`config.mk`:
```
export PLATFORM = sky130hd
export DESIGN_NAME = uart_tx_sched
export DESIGN_NICKNAME = d
export VERILOG_FILES = /design/src/rtl/uart_pkg.sv /design/src/rtl/rr_arbiter.sv /design/src/rtl/uart_tx_sched.sv
export SDC_FILE = /design/constraint.sdc
export NUM_CORES = 1
export LEC_CHECK = 0
export BUFFER_PORTS_ARGS = -buffer_cell sky130_fd_sc_hd__buf_4
export CELL_PAD_IN_SITES_DETAIL_PLACEMENT = 0
export CELL_PAD_IN_SITES_GLOBAL_PLACEMENT = 1
export CORE_MARGIN = 8
export CORE_UTILIZATION = 30
export DETAILED_ROUTE_END_ITERATION = 12
export PLACE_DENSITY = 0.78
export SLEW_MARGIN = 20
export SYNTH_ARGS = -nofsm -noshare
export SYNTH_HDL_FRONTEND = slang
export SYNTH_HIERARCHICAL = 1
export SYNTH_SLANG_ARGS = --single-unit
```
`constraint.sdc`:
```
create_clock -name clk -period 6.14 [get_ports clk]
set_input_delay 0.614 -clock clk [delete_from_list [all_inputs] [get_ports clk]]
set_output_delay 0.614 -clock clk [all_outputs]
set_load 0.03 [all_outputs]
```
`src/rtl/uart_pkg.sv`:
```
`default_nettype none
// uart_pkg -- state encoding and sizing helpers shared by the UART transmit scheduler.
// Revision: 1.0
package uart_pkg;

  typedef enum logic [1:0] {
    ST_IDLE       = 2'd0,
    ST_WAIT_START = 2'd1,
    ST_WAIT_DONE  = 2'd2
  } tx_state_e;

  localparam int unsigned DEFAULT_WORD_BYTES = 4;
  localparam int unsigned DEFAULT_START_TO   = 16;

  // Width needed to index n items; never narrower than one bit.
  function automatic int unsigned idx_width(input int unsigned n);
    return (n <= 1) ? 1 : $clog2(n);
  endfunction

  localparam int unsigned BYTE_IDX_W = idx_width(DEFAULT_WORD_BYTES);
  localparam int unsigned TIMER_W    = idx_width(DEFAULT_START_TO);

endpackage
`default_nettype wire

```
`src/rtl/rr_arbiter.sv`:
```
`default_nettype none
// rr_arbiter -- combinational round-robin pick, searching upward from last+1 with wrap.
// Revision: 1.0
module rr_arbiter #(
  parameter int unsigned N     = 3,
  parameter int unsigned IDX_W = 2
) (
  input  logic [N-1:0]     req_i,
  input  logic [IDX_W-1:0] last_i,
  output logic [N-1:0]     gnt_o,
  output logic [IDX_W-1:0] idx_o,
  output logic             valid_o
);

  logic             found_hi;
  logic             found_lo;
  logic [IDX_W-1:0] idx_hi;
  logic [IDX_W-1:0] idx_lo;

  // Lowest requester above last wins; otherwise wrap to the lowest at or below it.
  always_comb begin
    found_hi = 1'b0;
    found_lo = 1'b0;
    idx_hi   = '0;
    idx_lo   = '0;
    for (int i = 0; i < int'(N); i++) begin
      if (req_i[i]) begin
        if (i > int'(last_i)) begin
          if (!found_hi) begin
            found_hi = 1'b1;
            idx_hi   = IDX_W'(i);
          end
        end else if (!found_lo) begin
          found_lo = 1'b1;
          idx_lo   = IDX_W'(i);
        end
      end
    end
    valid_o = found_hi | found_lo;
    idx_o   = found_hi ? idx_hi : idx_lo;
    gnt_o   = '0;
    for (int i = 0; i < int'(N); i++) begin
      if (valid_o && (idx_o == IDX_W'(i))) gnt_o[i] = 1'b1;
    end
  end

endmodule
`default_nettype wire

```
`src/rtl/uart_tx_sched.sv`:
```
`default_nettype none
// uart_tx_sched -- shares one uarttx serializer among NREQ word producers, MSB byte first.
// Revision: 1.0
module uart_tx_sched
  import uart_pkg::*;
#(
  parameter int unsigned NREQ       = 3,
  parameter int unsigned WORD_BYTES = DEFAULT_WORD_BYTES,
  parameter int unsigned START_TO   = DEFAULT_START_TO
) (
  input  logic                        clk,
  input  logic                        rst_n,
  input  logic                        clr,
  input  logic [NREQ-1:0]             req,
  input  logic [NREQ*8*WORD_BYTES-1:0] word,
  output logic [NREQ-1:0]             grant,
  output logic [NREQ-1:0]             ack,
  output logic [7:0]                  datain,
  output logic                        wrsig,
  input  logic                        tx_busy,
  output logic                        timeout_err
);

  localparam int unsigned WORD_W = 8 * WORD_BYTES;
  localparam int unsigned REQ_W  = idx_width(NREQ);
  localparam int unsigned BIW    = (WORD_BYTES == DEFAULT_WORD_BYTES) ? BYTE_IDX_W
                                                                      : idx_width(WORD_BYTES);
  localparam int unsigned TW     = (START_TO == DEFAULT_START_TO) ? TIMER_W
                                                                  : idx_width(START_TO);
  localparam logic [TW-1:0]    TIMER_LAST = TW'(START_TO - 1);
  localparam logic [BIW-1:0]   BYTE_LAST  = BIW'(WORD_BYTES - 1);
  localparam logic [REQ_W-1:0] LAST_RST   = REQ_W'(NREQ - 1);

  tx_state_e          state_q;
  logic [NREQ-1:0]    grant_q;
  logic [NREQ-1:0]    ack_q;
  logic [7:0]         datain_q;
  logic               wrsig_q;
  logic               terr_q;
  logic [BIW-1:0]     byte_idx_q;
  logic [REQ_W-1:0]   last_q;
  logic [WORD_W-1:0]  shreg_q;
  logic [TW-1:0]      timer_q;

  logic [NREQ-1:0]    arb_gnt;
  logic [REQ_W-1:0]   arb_idx;
  logic               arb_valid;
  logic [WORD_W-1:0]  word_sel;
  logic [WORD_W-1:0]  shreg_d;
  logic               byte_done;

  // A requester being acked this cycle is masked so its still-high req is not re-granted.
  rr_arbiter #(
    .N     (NREQ),
    .IDX_W (REQ_W)
  ) u_arb (
    .req_i   (req & ~ack_q),
    .last_i  (last_q),
    .gnt_o   (arb_gnt),
    .idx_o   (arb_idx),
    .valid_o (arb_valid)
  );

  always_comb begin
    word_sel = '0;
    for (int i = 0; i < int'(NREQ); i++) begin
      if (arb_gnt[i]) word_sel = word[i*WORD_W +: WORD_W];
    end
  end

  assign shreg_d   = shreg_q << 8;
  assign byte_done = !tx_busy &&
                     ((state_q == ST_WAIT_DONE) ||
                      ((state_q == ST_WAIT_START) && (timer_q == TIMER_LAST)));

  always_ff @(posedge clk or negedge rst_n) begin
    if (!rst_n) begin
      state_q    <= ST_IDLE;
      grant_q    <= '0;
      ack_q      <= '0;
      datain_q   <= '0;
      wrsig_q    <= 1'b0;
      terr_q     <= 1'b0;
      byte_idx_q <= '0;
      last_q     <= LAST_RST;
      shreg_q    <= '0;
      timer_q    <= '0;
    end else if (clr) begin
      state_q    <= ST_IDLE;
      grant_q    <= '0;
      ack_q      <= '0;
      datain_q   <= '0;
      wrsig_q    <= 1'b0;
      terr_q     <= 1'b0;
      byte_idx_q <= '0;
      last_q     <= LAST_RST;
      shreg_q    <= '0;
      timer_q    <= '0;
    end else begin
      ack_q   <= '0;
      wrsig_q <= 1'b0;
      unique case (state_q)
        ST_IDLE: begin
          if (arb_valid) begin
            grant_q    <= arb_gnt;
            last_q     <= arb_idx;
            shreg_q    <= word_sel;
            datain_q   <= word_sel[WORD_W-1 -: 8];
            wrsig_q    <= 1'b1;
            byte_idx_q <= '0;
            timer_q    <= '0;
            state_q    <= ST_WAIT_START;
          end
        end
        ST_WAIT_START: begin
          if (tx_busy)                     state_q <= ST_WAIT_DONE;
          else if (timer_q == TIMER_LAST)  terr_q  <= 1'b1;
          else                             timer_q <= timer_q + 1'b1;
        end
        ST_WAIT_DONE: ;
        default: state_q <= ST_IDLE;
      endcase

      // Busy fall or start timeout: finish the word or strobe the next byte.
      if (byte_done) begin
        if (byte_idx_q == BYTE_LAST) begin
          ack_q   <= grant_q;
          grant_q <= '0;
          state_q <= ST_IDLE;
        end else begin
          byte_idx_q <= byte_idx_q + 1'b1;
          shreg_q    <= shreg_d;
          datain_q   <= shreg_d[WORD_W-1 -: 8];
          wrsig_q    <= 1'b1;
          timer_q    <= '0;
          state_q    <= ST_WAIT_START;
        end
      end
    end
  end

  assign grant       = grant_q;
  assign ack         = ack_q;
  assign datain      = datain_q;
  assign wrsig       = wrsig_q;
  assign timeout_err = terr_q;

endmodule
`default_nettype wire

```
==> qor.csv, run 1 <==
stage,metric,value,unit
synth,Simple-Gate Fraction of Synth Area,29.93,%
layout,Area Growth Syn to Fin,31.97,%
timing,Hold Fails Final Rpt,0,
timing,Worst slew margin,29.66,%
worst_setup_path,worst r2r path cells,8,
worst_setup_path,Critical Path Start Type,input port,
synth,Synth cell types,39,
floorplan,row count,37,
floorplan,Boundary Pins,119,
worst_setup_path,critical-path cell list,"buf_4, nor2b_1, nand2b_1, o2bb2ai_4, nor2b_2, buf_4, a221oi_1, o311a_1, nor3_2",
synth,syn nets,452,
floorplan,Chip Height,119.1,um
grt,GR Overflow Total,0,
detailed_routing,Routed met2 length,4327,um
timing,RSZ-0062 raised after global routing,false,
worst_setup_path,family with the most delay on the worst path,compound AO/OA/AOI/OAI gates,
outcome,status,completed,
cts,CTS Buf Count,5,
job,Max Cap Viol,0,
worst_hold_path,worst min path class,in -> async,
synth,Post-synth EDFFs,0,
placement,placer congestion estimate,0.7067,
timing,Fmax achieved,325.8,MHz
synth,Syn Std Cell Area,3189,um^2
cts,cts repair resizes,0,
power_and_ir_drop,Static Leak,1.906,nW
detailed_routing,top layer in use,met4,
power_and_ir_drop,PD cells,202.3,nW/um^2
cts,clk sinks,50,
grt,vias in the first global route,3177,
worst_setup_path,"slowest stage delay, CP",0.73,ns
synth,mux contribution to synthesized area,1.883,%
detailed_routing,routed len/inst,16.36,um
worst_setup_path,"slowest stage cell, crit path",o2bb2ai_4,
detailed_routing,final WL,9440,um
grt,pin count of the biggest net entering global routing,66,
placement,post-place setup slack,2.699,ns
timing,Worst-Margin Slew,1.055,ns
cts,count of hold-fix buffers inserted at cts,0,
timing,Max Slew Vio Count,0,
synth,register bit total from synthesis,50,
grt,GRT Total Usage,12.96,%
placement,hpwl dp,6692,um
detailed_routing,Final ANT Viol Nets,0,
grt,first-pass GRT wire length,15500,um
synth,yosys warns,6,
floorplan,Die W,119.1,um
cts,Longest Clk Path Bufs,2,
floorplan,Core ar.,10320,um^2
synth,XOR/XNOR share of the synthesized area,0.2746,%
grt,initial antenna violation count,0,
synth,"Seq/Total Area, Yosys",39.27,%
floorplan,initial core utilization,30.89,%
layout,total inserted antenna cells,0,
detailed_routing,DRC,0,
cts,setup bufs post-CTS,0,
worst_setup_path,Critical Path RT,6.31,ns
worst_setup_path,Worst EP arrival,3.24,ns
timing,fin crit period,3.069,ns
worst_setup_path,Crit Path Category,in -> reg,
cts,CTS tree,yes,
layout,Final Instance Area,4209,um^2
power_and_ir_drop,maximum vdd drop,0.08915,mV
synth,largest family of logic cells by synthesized area,simple AND/OR/NAND/NOR gates,
timing,setup ws final,3.071,ns
layout,layout cell share with drive strength beyond 1,35.60,%
synth,syn_area_per_cell,9.191,um^2
synth,post-synthesis adder-cell area fraction,0.7846,%
placement,Port Buffers,118,
cts,clock latency on the worst-skew pair,0.30,ns
synth,Synth Area in Compound Gates,22.24,%
detailed_routing,vias,2933,
detailed_routing,First-pass DRT Iterations,4,
cts,H-tree levels,2,
worst_setup_path,CP bufs+invs,2,
floorplan,die area,14190,um^2
worst_setup_path,critical-path maximum fanout,35,
worst_setup_path,Crit. End Element,flip-flop,
timing,hold slack,0.3453,ns
timing,endpoints failing setup,0,
layout,fin nets,545,
detailed_routing,met3 WL,501,um
synth,Post-synth ARST share,100.0,%
layout,fill count,1064,
synth,Synth Flop Type,dfrtp_1,
worst_setup_path,CP Depth,9,
detailed_routing,mean number of vias per cell,5.083,
timing,worst-case clock skew,0.007013,ns
power_and_ir_drop,Tot Pwr,0.0008515,W
placement,DP Area,4118,um^2
worst_setup_path,CP most frequent cell,buf_4,
detailed_routing,DRT met1 WL,4508,um
synth,synthesized instance count,347,
cts,Clock Pin Slew Worst Setup and Hold Paths,0.09,ns
cts,CTS Root Cell,clkbuf_8,
timing,final period utilization,49.98,%
timing,setup_tns,0,ns
detailed_routing,Iteration-0 DRC Markers,240,
Yosys cell counts (5+ instances only):
library cell	n	area share [%]
dfrtp_1	49	38
mux2i_1	6	1.9
nor3b_1	5	1.2
a221o_1	8	2.5
nor2b_1	28	5.5
nand3_1	10	1.6
clkbuf_1	20	2.4
a21oi_1	17	2.7
nor3_2	22	6.9
buf_6	5	1.8
o311a_1	23	7.2
nor3_1	7	1.1
nor2_1	29	3.4
a221oi_1	23	6.3
nand2b_1	15	2.9
buf_2	5	0.78
nand2_1	39	4.6
cell usage in the layout (no fill, tap or decap), types with 3 or more instances in the layout:
master and n:
nor3_2 22, a211oi_1 3, nor3b_1 4, nor3_1 7, a221o_1 8, nor2_1 29
nand3_1 10, mux2i_1 6, a21oi_1 17, dfrtp_1 49, clkbuf_8 6, a221oi_1 23
nor2b_1 27, nand2_1 39, buf_4 120, nand2b_1 15, o311a_1 23, o21ai_0 4
worst paths after layout:
check | endpoint | startpoint | slack, ns
worst max-delay path | shreg_q[19]$_DFF_PN0_ | req[1] | 3.07
worst min-delay path | timeout_err$_DFFE_PN0P_ | rst_n | 0.35
worst max register to register | shreg_q[19]$_DFF_PN0_ | ack[1]$_DFF_PN0_ | 3.08
worst min register to register | timeout_err$_DFFE_PN0P_ | timeout_err$_DFFE_PN0P_ | 0.51
max in group asynchronous | shreg_q[16]$_DFF_PN0_ | rst_n | 5.36
min in group clk | timeout_err$_DFFE_PN0P_ | timeout_err$_DFFE_PN0P_ | 0.51
through the flow:
step | util, % | std cells
6_report | 40.77 | 577
5_1_grt | 40.77 | 577
4_1_cts | 40.77 | 577
3_5_place_dp | 39.89 | 569
3_3_place_gp | 39.89 | 569
2_1_floorplan | - | 347
cell families after synthesis:
logic type,after synthesis
AND/OR/NAND/NOR,166
multiplexers,6
AO/OA/AOI/OAI,86
buffers and inverters,36
XOR/XNOR,1
adder cells (fa/ha/maj),2
flip-flops,50
state kept, by name, summed over array words and instances (netlist names):
name	flops
ack	3
state_q	2
wrsig	1
byte_idx_q	2
timeout_err	1
timer_q	4
shreg_q	24
grant	3
datain	8
last_q	2
final cells by class:
cell class	instances	area [um^2]	area share, %
multi-input cells	261	1787	42.45
flip-flops and latches	50	1252	29.76
well taps	136	170.2	4.043
inverters	2	7.507	0.1784
clock buffers	7	86.33	2.051
repair buffers	120	900.9	21.40
clock inverters	1	5.005	0.1189
power by group:
group	total, W	switching, W	leakage, nW	internal [W]
Sequential	0.000375	0.0000179	0.673	0.000357
Combinational	0.000279	0.000144	1.19	0.000136
Clock	0.000197	0.000106	0.0482	0.0000912
Total	0.000852	0.000267	1.91	0.000584
routing by layer:
layer	GRT usage, %	vias to the layer above
met5	0	-
met4	3.241	0
met3	3.165	6
met2	20.62	84
met1	17.22	1373
li1	-	1470
(Power assumes the default switching activity.)
==> run 2: changes to the inputs <==
--- a/config.mk
+++ b/config.mk
@@ -5,13 +5,14 @@
 export SDC_FILE = /design/constraint.sdc
 export NUM_CORES = 1
 export LEC_CHECK = 0
+export ABC_AREA = 1
 export BUFFER_PORTS_ARGS = -buffer_cell sky130_fd_sc_hd__buf_4
 export CELL_PAD_IN_SITES_DETAIL_PLACEMENT = 0
 export CELL_PAD_IN_SITES_GLOBAL_PLACEMENT = 1
 export CORE_MARGIN = 8
 export CORE_UTILIZATION = 30
 export DETAILED_ROUTE_END_ITERATION = 12
-export PLACE_DENSITY = 0.78
+export PLACE_DENSITY = 0.82
 export SLEW_MARGIN = 20
 export SYNTH_ARGS = -nofsm -noshare
 export SYNTH_HDL_FRONTEND = slang
==> constraint.sdc (replaced) <==
create_clock -name clk -period 3.07 [get_ports clk]
set_input_delay 0.307 -clock clk [delete_from_list [all_inputs] [get_ports clk]]
set_output_delay 0.307 -clock clk [all_outputs]
set_load 0.03 [all_outputs]
==> run 2 against run 1 <==
First-iteration DRC count decreased by 26%; sequential power increased by 120%; register-to-register slack got worse by 2.2 ns; core utilization decreased by 1.0 points; critical path depth unchanged; global-route usage increased by 1.8 points; clock-buffer cell count decreased by 2; non-clock buffer count increased by 5; combinational power increased to 4.0 times the previous value; synthesized area increased by 12%; flip-flop and latch count unchanged; clock skew decreased by 0.0015 ns; critical endpoint is now shreg_q[5]$_DFF_PN0_; largest cell class unchanged; largest power group is now combinational logic; highest routed layer unchanged.
==> qor.csv, run 2 <==
stage,metric,value,unit,change
outcome,status,completed,,unchanged
synth,largest area contributor in the netlist,dfrtp_1,,unchanged
worst_setup_path,Reg2Reg Launch Point,ack[1]$_DFF_PN0_,,unchanged
grt,initial antenna violation count,0,,unchanged
synth,synthesized instance count,577,,was 347
layout,"most common cell after layout, fill and taps aside",nand2_1,,was buf_4
cts,Longest Clk Path Bufs,2,,unchanged
grt,GR Overflow Total,0,,unchanged
layout,post-layout util,39.76,%,was 40.77%
detailed_routing,DRC,0,,unchanged
power_and_ir_drop,maximum vdd drop,0.2884,mV,was 0.08915 mV
cts,CTS Buf Count,5,,unchanged
worst_setup_path,critical-path maximum fanout,42,,was 35
synth,Post-synth EDFFs,0,,unchanged
worst_setup_path,"slowest stage cell, crit path",inv_2,,was o2bb2ai_4
power_and_ir_drop,combinational fraction of design power,43.2,%,was 32.8%
placement,hpwl dp,8251,um,was 6692 um
timing,setup_tns,0,ns,unchanged
floorplan,Chip Height,125.3,um,was 119.1 um
worst_setup_path,worst r2r path cells,9,,was 8
grt,pin count of the biggest net entering global routing,51,,was 66
detailed_routing,Iteration-0 DRC Markers,178,,was 240
detailed_routing,Final ANT Viol Nets,0,,unchanged
power_and_ir_drop,internal power,0.001559,W,was 0.0005843 W
worst_setup_path,"slowest stage delay, CP",0.53,ns,was 0.73 ns
cts,clk sinks,50,,unchanged
job,Max Cap Viol,0,,unchanged
power_and_ir_drop,sw power,0.001023,W,was 0.0002672 W
grt,GRT Total Usage,14.71,%,was 12.96%
layout,Largest Register,shreg_q,,unchanged
synth,top cell type's share of synthesized area,34.22,%,was 38.45%
floorplan,Boundary Pins,119,,unchanged
worst_setup_path,Crit Path Category,reg -> reg,,was in -> reg
synth,synth cell count leaders,"165 x nand2_1, 160 x nor2_1, 49 x dfrtp_1, 49 x inv_1, 43 x a21oi_1",,"was 49 x dfrtp_1, 39 x nand2_1, 29 x nor2_1"
floorplan,Core ar.,11810,um^2,"was 10,320 um^2"
power_and_ir_drop,sequential share of power,31.8,%,was 44.1%
timing,Worst-Margin Slew,0.6996,ns,was 1.055 ns
synth,yosys warns,6,,unchanged
timing,setup ws final,0.8629,ns,was 3.071 ns
cts,cts repair resizes,0,,unchanged
layout,total inserted antenna cells,0,,unchanged
detailed_routing,vias,3719,,"was 2,933"
timing,Max Slew Vio Count,0,,unchanged
synth,Synth Flop Type,dfrtp_1,,unchanged
placement,Port Buffers,118,,unchanged
timing,final period utilization,71.89,%,
grt,first-pass GRT wire length,19200,um,"was 15,500 um"
layout,Area Growth Syn to Fin,31.04,%,was 31.97%
cts,clock latency on the worst-skew pair,0.29,ns,was 0.30 ns
worst_setup_path,CP most frequent cell,nor2_1,,was buf_4
worst_setup_path,Worst EP arrival,2.43,ns,was 3.24 ns
layout,layout cell share with drive strength beyond 1,24.78,%,was 35.60%
detailed_routing,routed len/inst,13.76,um,was 16.36 um
cts,CTS tree,yes,,unchanged
timing,Worst slew margin,53.29,%,was 29.66%
synth,syn nets,682,,was 452
cts,setup bufs post-CTS,0,,unchanged
synth,most frequent cell after synthesis,nand2_1,,was dfrtp_1
floorplan,die area,15700,um^2,"was 14,190 um^2"
timing,Hold Fails Final Rpt,0,,unchanged
synth,top post-synthesis cells by area,"dfrtp_1 34%, nand2_1 17%, nor2_1 17%, a21oi_1 6.0%, inv_1 5.1%",,"was dfrtp_1 38%, o311a_1 7.2%, nor3_2 6.9%, a221oi_1 6.3%, nor2b_1 5.5%"
power_and_ir_drop,Clk pwr share,25.0,%,was 23.1%
floorplan,initial core utilization,30.34,%,was 30.89%
synth,register bit total from synthesis,50,,unchanged
cts,count of hold-fix buffers inserted at cts,0,,unchanged
placement,placer congestion estimate,0.7765,,was 0.7067
detailed_routing,final WL,11360,um,was 9440 um
worst_setup_path,R2R Setup Slk,0.86,ns,was 3.08 ns
synth,"Seq/Total Area, Yosys",34.95,%,was 39.27%
synth,syn_area_per_cell,6.210,um^2,was 9.191 um^2
cts,H-tree levels,2,,unchanged
synth,Synth cell types,31,,was 39
timing,fin crit period,2.207,ns,
timing,endpoints failing setup,0,,unchanged
power_and_ir_drop,Static Leak,2.515,nW,was 1.906 nW
floorplan,row count,40,,was 37
power_and_ir_drop,Net Sw Frac,39.63,%,was 31.38%
worst_setup_path,critical-path cell list,"nor2_1, or2_4, or2_1, nand3_1, inv_2, o21ai_0, a21oi_1, nor2_1, nor2_1",,"was buf_4, nor2b_1, nand2b_1, o2bb2ai_4, nor2b_2, buf_4, a221oi_1, o311a_1, nor3_2"
worst_setup_path,Critical Path Start Type,flip-flop,,was input port
power_and_ir_drop,PD cells,549.7,nW/um^2,was 202.3 nW/um^2
timing,RSZ-0062 raised after global routing,false,,unchanged
floorplan,Die W,125.3,um,was 119.1 um
worst_setup_path,Crit. End Element,flip-flop,,unchanged
worst_setup_path,Critical Path RT,3.29,ns,was 6.31 ns
cts,CTS Root Cell,clkbuf_16,,was clkbuf_8
worst_hold_path,worst min path class,in -> async,,unchanged
worst_setup_path,terminus of the critical flop-to-flop path,shreg_q[5]$_DFF_PN0_,,was shreg_q[19]$_DFF_PN0_
detailed_routing,First-pass DRT Iterations,4,,unchanged
layout,"commonest non-fill, non-tap cells in the layout","165 x nand2_1, 160 x nor2_1, 125 x buf_4, 49 x dfrtp_1, 48 x inv_1",,"was 120 x buf_4, 49 x dfrtp_1, 39 x nand2_1, 29 x nor2_1, 27 x nor2b_1"
power_and_ir_drop,Tot Pwr,0.002581,W,was 0.0008515 W
layout,fin nets,782,,was 545
cts,Clock Pin Slew Worst Setup and Hold Paths,0.07,ns,was 0.09 ns
timing,worst-case clock skew,0.005466,ns,was 0.007013 ns
timing,Fmax achieved,453.1,MHz,
synth,Syn Std Cell Area,3583,um^2,was 3189 um^2
synth,Post-synth ARST share,100.0,%,unchanged
layout,max FFs per register,24,,unchanged
detailed_routing,mean number of vias per cell,4.508,,was 5.083
placement,post-place setup slack,0.7168,ns,was 2.699 ns
grt,vias in the first global route,3908,,"was 3,177"
[run 2: cell count changes after synthesis, moves of 17 or more]
cell / change
a21oi_1: +26
a221oi_1: -23
inv_1: +47
nand2_1: +126
nand3_2: +17
nor2_1: +131
nor2b_1: -28
nor3_2: -22
o311a_1: -23
[run 2: metrics by stage]
| stage | hold slack (ns) | cell area (um^2) | instances |
|---|---|---|---|
| final | 0.04048 | 4696 | 825 |
| after global routing | 0.1066 | 4696 | 825 |
| after CTS | 0.07793 | 4696 | 825 |
| after detailed placement | 0.3921 | 4526 | 817 |
| after global placement | 0.3824 | 4526 | 817 |
| after floorplan | 0.01141 | 3583 | 577 |
[run 2: critical path, delay by kind of cell (launching register included)]
family / cells / cell delay [ns]
and+or+nand+nor: 6 / 0.83
DFF: 1 / 0.39
buffers and inverters: 1 / 0.53
AOI/OAI and AO/OA: 2 / 0.36
[run 2: how the worst max path moves through the flow]
| stage | start | end | slack, ns | cells after the start |
|---|---|---|---|---|
| after floorplan | ack[1]$_DFF_PN0_ | shreg_q[12]$_DFF_PN0_ | 1.15 | 12 |
| after global placement | req[1] | shreg_q[2]$_DFF_PN0_ | 0.88 | 11 |
| after detailed placement | req[1] | shreg_q[4]$_DFF_PN0_ | 0.72 | 11 |
| after CTS | ack[1]$_DFF_PN0_ | shreg_q[4]$_DFF_PN0_ | 0.71 | 9 |
| after global routing | ack[1]$_DFF_PN0_ | shreg_q[5]$_DFF_PN0_ | 0.55 | 9 |
| final | ack[1]$_DFF_PN0_ | shreg_q[5]$_DFF_PN0_ | 0.86 | 9 |
[run 2: power by group through the flow]
stage	combinational (W)	clock (W)	sequential [W]
floorplan	0.000723	0	0.000894
global placement	0.00111	0	0.000830
detailed placement	0.00113	0	0.000834
CTS	0.00114	0.000655	0.000821
global route	0.00128	0.000686	0.000833
finish	0.00112	0.000645	0.000820
[run 2: layout make-up]
type,count,area [um^2]
Tap cell,147,183.9
Sequential cell,50,1252
Fill cell,1275,7116
Clock inverter,3,45.04
Multi-Input combinational cell,441,1948
Timing Repair Buffer,125,938.4
Clock buffer,5,125.1
Inverter,54,202.7
[run 2: layer usage]
metal | global-route usage (%) | up-vias | share of wire, %
met5 | 0 | - | 0
met3 | 3.527 | 11 | 6.5
met1 | 17.34 | 1653 | 43
met2 | 25.82 | 97 | 49
li1 | - | 1958 | -
met4 | 4.513 | 0 | 1.6
[run 2: logic make-up after synthesis]
logic type,synth area share (%)
and+or+nand+nor,44.66
adders and majority gates,0.6982
AOI/OAI and AO/OA,8.659
DFF,34.95
xor gates and xnor gates,0.2445
buffers and inverters,10.79
